--- config.mk ---
export PLATFORM = sky130hd
export DESIGN_NAME = interrupt_controller
export DESIGN_NICKNAME = d
export VERILOG_FILES = /design/src/rtl/interrupt_pkg.sv /design/src/rtl/input_synchronizer.sv /design/src/rtl/interrupt_controller.sv
export SDC_FILE = /design/constraint.sdc
export NUM_CORES = 1
export LEC_CHECK = 0
export BUFFER_PORTS_ARGS = -buffer_cell sky130_fd_sc_hd__buf_4
export CORE_MARGIN = 2
export CORE_UTILIZATION = 50
export CTS_CLUSTER_SIZE = 10
export DETAILED_ROUTE_END_ITERATION = 8
export GPL_TIMING_DRIVEN = 1
export PLACE_DENSITY = 0.78
export SLEW_MARGIN = 10
export SYNTH_ARGS = -nofsm -noshare
export SYNTH_HDL_FRONTEND = slang
export SYNTH_HIERARCHICAL = 1
export SYNTH_SLANG_ARGS = --single-unit
export TNS_END_PERCENT = 50
--- constraint.sdc ---
create_clock -name clk -period 3.92 [get_ports clk]
set_input_delay 0.392 -clock clk [delete_from_list [all_inputs] [get_ports clk]]
set_output_delay 0.392 -clock clk [all_outputs]
set_load 0.05 [all_outputs]
--- src/rtl/interrupt_pkg.sv ---
// Shared types for the interrupt controller: FSM states,
// source encoding and vector-table offsets.
package interrupt_pkg;

  typedef enum logic [1:0] {
    IDLE    = 2'd0,
    REQ     = 2'd1,
    SERVICE = 2'd2
  } state_e;

  typedef logic [2:0] src_t;

  localparam src_t SRC_NMI  = 3'd0;
  localparam src_t SRC_BRK  = 3'd1;
  localparam src_t SRC_IRQ0 = 3'd2;

  localparam logic [15:0] OFS_NMI  = 16'd0;
  localparam logic [15:0] OFS_BRK  = 16'd2;
  localparam logic [15:0] OFS_IRQ0 = 16'd4;

  function automatic logic [15:0] vec_ofs(src_t s);
    logic [2:0] n;
    n = s - SRC_IRQ0;
    if (s == SRC_NMI)
      return OFS_NMI;
    else if (s == SRC_BRK)
      return OFS_BRK;
    else
      return OFS_IRQ0 + {12'd0, n, 1'b0};
  endfunction

endpackage

--- src/rtl/input_synchronizer.sv ---
// Two-flop synchronizer (reset to 1) with a falling-edge
// detect on the synchronized level.
module input_synchronizer (
  input  logic clk,
  input  logic rst_n,
  input  logic clk_en,
  input  logic d_i,
  output logic q_o,
  output logic fall_o
);

  logic s1_q, s2_q, prev_q;

  always_ff @(posedge clk) begin
    if (!rst_n) begin
      s1_q   <= 1'b1;
      s2_q   <= 1'b1;
      prev_q <= 1'b1;
    end else if (clk_en) begin
      s1_q   <= d_i;
      s2_q   <= s1_q;
      prev_q <= s2_q;
    end
  end

  assign q_o    = s2_q;
  assign fall_o = ~s2_q & prev_q;

endmodule

--- src/rtl/interrupt_controller.sv ---
// Arbitrates NMI, BRK and maskable IRQs into one request
// held through a req/ack/done handshake with the control unit.
module interrupt_controller
  import interrupt_pkg::*;
#(
  parameter int          NUM_IRQ     = 4,
  parameter logic [15:0] VECTOR_BASE = 16'hFFF0
) (
  input  logic               clk,
  input  logic               rst_n,
  input  logic               clk_en,
  input  logic [NUM_IRQ-1:0] irq_n,
  input  logic               nmi_n,
  input  logic               I_FLAG,
  input  logic               brk,
  input  logic               instrBoundary,
  input  logic               intAck,
  input  logic               intDone,
  output logic               intReq,
  output logic [15:0]        vector,
  output logic               bIn
);

  logic [NUM_IRQ-1:0] irq_s;
  logic [NUM_IRQ-1:0] irq_fall_unused;
  logic [NUM_IRQ-1:0] irq_act;
  logic nmi_s_unused, nmi_fall;

  for (genvar g = 0; g < NUM_IRQ; g++) begin : g_irq
    input_synchronizer u_sync (
      .clk    (clk),
      .rst_n  (rst_n),
      .clk_en (clk_en),
      .d_i    (irq_n[g]),
      .q_o    (irq_s[g]),
      .fall_o (irq_fall_unused[g])
    );
  end

  input_synchronizer u_nmi_sync (
    .clk    (clk),
    .rst_n  (rst_n),
    .clk_en (clk_en),
    .d_i    (nmi_n),
    .q_o    (nmi_s_unused),
    .fall_o (nmi_fall)
  );

  state_e      state_q, state_d;
  src_t        src_q, src_d, win;
  logic [15:0] vec_q, vec_d;
  logic        nmi_q, nmi_d, nmi_clr, pend;

  assign irq_act = ~irq_s & {NUM_IRQ{~I_FLAG}};

  always_comb begin
    pend = 1'b1;
    win  = SRC_NMI;
    if (nmi_q)
      win = SRC_NMI;
    else if (brk && instrBoundary)
      win = SRC_BRK;
    else if (|irq_act) begin
      // scan downward so the lowest active line is left in win
      for (int n = NUM_IRQ - 1; n >= 0; n--)
        if (irq_act[n]) win = SRC_IRQ0 + src_t'(n);
    end else
      pend = 1'b0;
  end

  always_comb begin
    state_d = state_q;
    src_d   = src_q;
    vec_d   = vec_q;
    nmi_clr = 1'b0;
    unique case (state_q)
      IDLE: if (instrBoundary && pend) begin
        src_d   = win;
        vec_d   = VECTOR_BASE + vec_ofs(win);
        state_d = REQ;
      end
      REQ: if (intAck) begin
        state_d = SERVICE;
        nmi_clr = (src_q == SRC_NMI);
      end
      SERVICE: if (intDone) state_d = IDLE;
      default: state_d = IDLE;
    endcase
    nmi_d = nmi_fall | (nmi_q & ~nmi_clr);
  end

  always_ff @(posedge clk) begin
    if (!rst_n) begin
      state_q <= IDLE;
      src_q   <= SRC_NMI;
      vec_q   <= 16'h0000;
      nmi_q   <= 1'b0;
    end else if (clk_en) begin
      state_q <= state_d;
      src_q   <= src_d;
      vec_q   <= vec_d;
      nmi_q   <= nmi_d;
    end
  end

  assign intReq = (state_q == REQ);
  assign vector = vec_q;
  assign bIn    = !((state_q == SERVICE) && (src_q == SRC_BRK));

endmodule

==> metrics.csv <==
stage,metric,value,unit
global_route,grt_overflow,0,
floorplan,initial_core_util,52.1,%
sta,slew_viol_final,0,
clock_tree,hold_buffers,0,
place,routabilityCongestion,0.859,
routing,drc,0,
sta,fin_crit_sh,45.2,%
finish,drive_above_1_share,30.5,%
place,io_buffers,29,
global_route,grt_pass1_wl,3.24,mm
sta,timing.fmax,0.564,GHz
sta,hold_violations,0,
sta,fin_crit,1.77,ns
routing,top_layer_used,met3,
worst_setup_path,critPathMaxFanout,7,
routing,wire_per_inst,11.9,um
worst_setup_path,crit_path_start,state_q[1]$_SDFFE_PN0P_,
finish,stdcell_count,155,
floorplan,num_io_pins,31,
run_status,outcome,finished clean,
worst_setup_path,cp-end-kind,output port,
finish,final_cell_area,1190,um^2
floorplan,die-area,2380,um^2
global_route,antenna_found_initial,0,
flow_run,drv_cap,0,
worst_setup_path,crit_type,reg2out,
pwr,p_leak,0.533,nW
floorplan,die_w,48.8,um
finish,nets,143,
worst_setup_path,r2r_slack,2.29,ns
global_route,grt.total_usage,17.0,%
min_path,hold_start,irq_n[0],
clock_tree,cts_setup_buffers,0,
routing,via_count,821,
place,place_hpwl,1.40,mm
routing,detail-route-antenna-nets,0,
clock_tree,h-tree-depth,1,
floorplan,fp.dieH,48.8,um
finish,diodes,0,
worst_setup_path,required,3.53,ns
worst_setup_path,startpoint_type,flip-flop,
routing,route.met3.wl,136,um
sta,setup_viol,0,
routing,drt_iter0_drc,18,
sta,fin_setup_tns,0,ns
sta,finClkSkew,0.00176,ns
floorplan,core,1920,um^2
worst_setup_path,crit_slowest_cell,dfxtp_1,
logic_synthesis,avgSynthCellArea,9.28,um^2
pwr,peakVddDrop,0.246,mV
global_route,grt_pass1_vias,772,
routing,wl_met1,842,um
clock_tree,cts_buffer_depth,2,
pwr,pwr_density_cell,362,nW/um^2
clock_tree,clock_sinks,20,
logic_synthesis,ys.warnings.count,6,
place,place_area,1160,um^2
routing,viasPerCell,5.30,
logic_synthesis,syn_inst,108,
global_route,grt_max_degree,21,
routing,wl,1.84,mm
floorplan,rows,16,
place,dp.cells,151,
clock_tree,clk_pin_slew,0.11,ns
worst_setup_path,worstPathArrival,1.38,ns
min_path,min_path_type,in2reg,
worst_setup_path,path_cells,"nand2_1, or4_1, buf_4",
finish,syn_to_final_growth,19.0,%
logic_synthesis,syn-cell-area,1000,um^2
clock_tree,post_cts_resized,0,
sta,rsz0062_at_grt,false,
logic_synthesis,syn_nets,122,
sta,hold_slack,0.305,ns
clock_tree,clock_latency,0.29,ns
clock_tree,cts_tree,yes,
clock_tree,cts_buffers,3,
worst_setup_path,critPathMaxStageDelay,0.44,ns
worst_setup_path,reg2reg_from,g_irq[2].u_sync/q_o$_SDFFE_PN1P_,
routing,dr.pass1.iters,4,
routing,wl_met2,862,um
clock_tree,clockRootBuffer,clkbuf_4,
## stage by stage
| stage | worst slack [ns] | util [%] | total power, mW |
|---|---|---|---|
| final | 2.15 | 62.0 | 0.432 |
| after global routing | 2.02 | 62.0 | 0.454 |
| after CTS | 2.14 | 62.0 | 0.436 |
| after detailed placement | 2.16 | 60.2 | 0.320 |
| after global placement | 2.26 | 60.2 | 0.318 |
| after floorplan | 2.42 | - | 0.294 |
## per-layer routing
| layer | global-route usage [%] | vias up |
|---|---|---|
| met1 | 21.2 | 374 |
| met2 | 28.3 | 34 |
| met5 | 0 | - |
| met4 | 5.71 | 0 |
| li1 | - | 413 |
| met3 | 4.91 | 0 |
## worst max-delay path, delay by kind of cell, from the launching register on
kind	cells	cell delay [ns]
buffers and inverters	1	0.20
and+or+nand+nor	2	0.45
DFF	1	0.44
## state kept, by name (all words and copies together) (netlist names)
register,count
src_q,2
nmi_q,1
g_irq.u_sync/q_o,4
g_irq.u_sync/s1_q,4
u_nmi_sync/q_o,1
u_nmi_sync/s1_q,1
u_nmi_sync/prev_q,1
vector,4
state_q,2
## worst paths after layout
path | to | cells after the start
worst max-delay path | bIn | 3
worst min-delay path | g_irq[0].u_sync/s1_q$_SDFFE_PN1P_ | 3
worst max register to register | vector[3]$_SDFFE_PN0P_ | 6
worst min register to register | g_irq[1].u_sync/s1_q$_SDFFE_PN1P_ | 2
## layout by cell type, fill, tap and decap left out, types with 2 or more instances in the layout
| master | n |
|---|---|
| mux2i_1 | 11 |
| nor2b_1 | 3 |
| a21oi_1 | 8 |
| dfxtp_1 | 20 |
| buf_4 | 29 |
| o21ai_0 | 6 |
| inv_1 | 2 |
| clkbuf_4 | 3 |
| nand3_1 | 2 |
| o21a_1 | 2 |
| nand2_1 | 20 |
| a21boi_0 | 3 |
## area by class of cell
class,instances,area [um^2]
Timing Repair Buffer,29,218
Multi-Input combinational cell,73,497
Sequential cell,20,400
Tap cell,27,33.8
Inverter,2,7.51
Clock buffer,4,36.3
Fill cell,172,729
## report_power, final
part | total, mW | internal (mW) | switching [mW] | leakage (nW)
Sequential | 0.220 | 0.212 | 0.00806 | 0.163
Combinational | 0.0955 | 0.0354 | 0.0601 | 0.348
Clock | 0.116 | 0.0565 | 0.0597 | 0.0210
(Power assumes the default switching activity.)
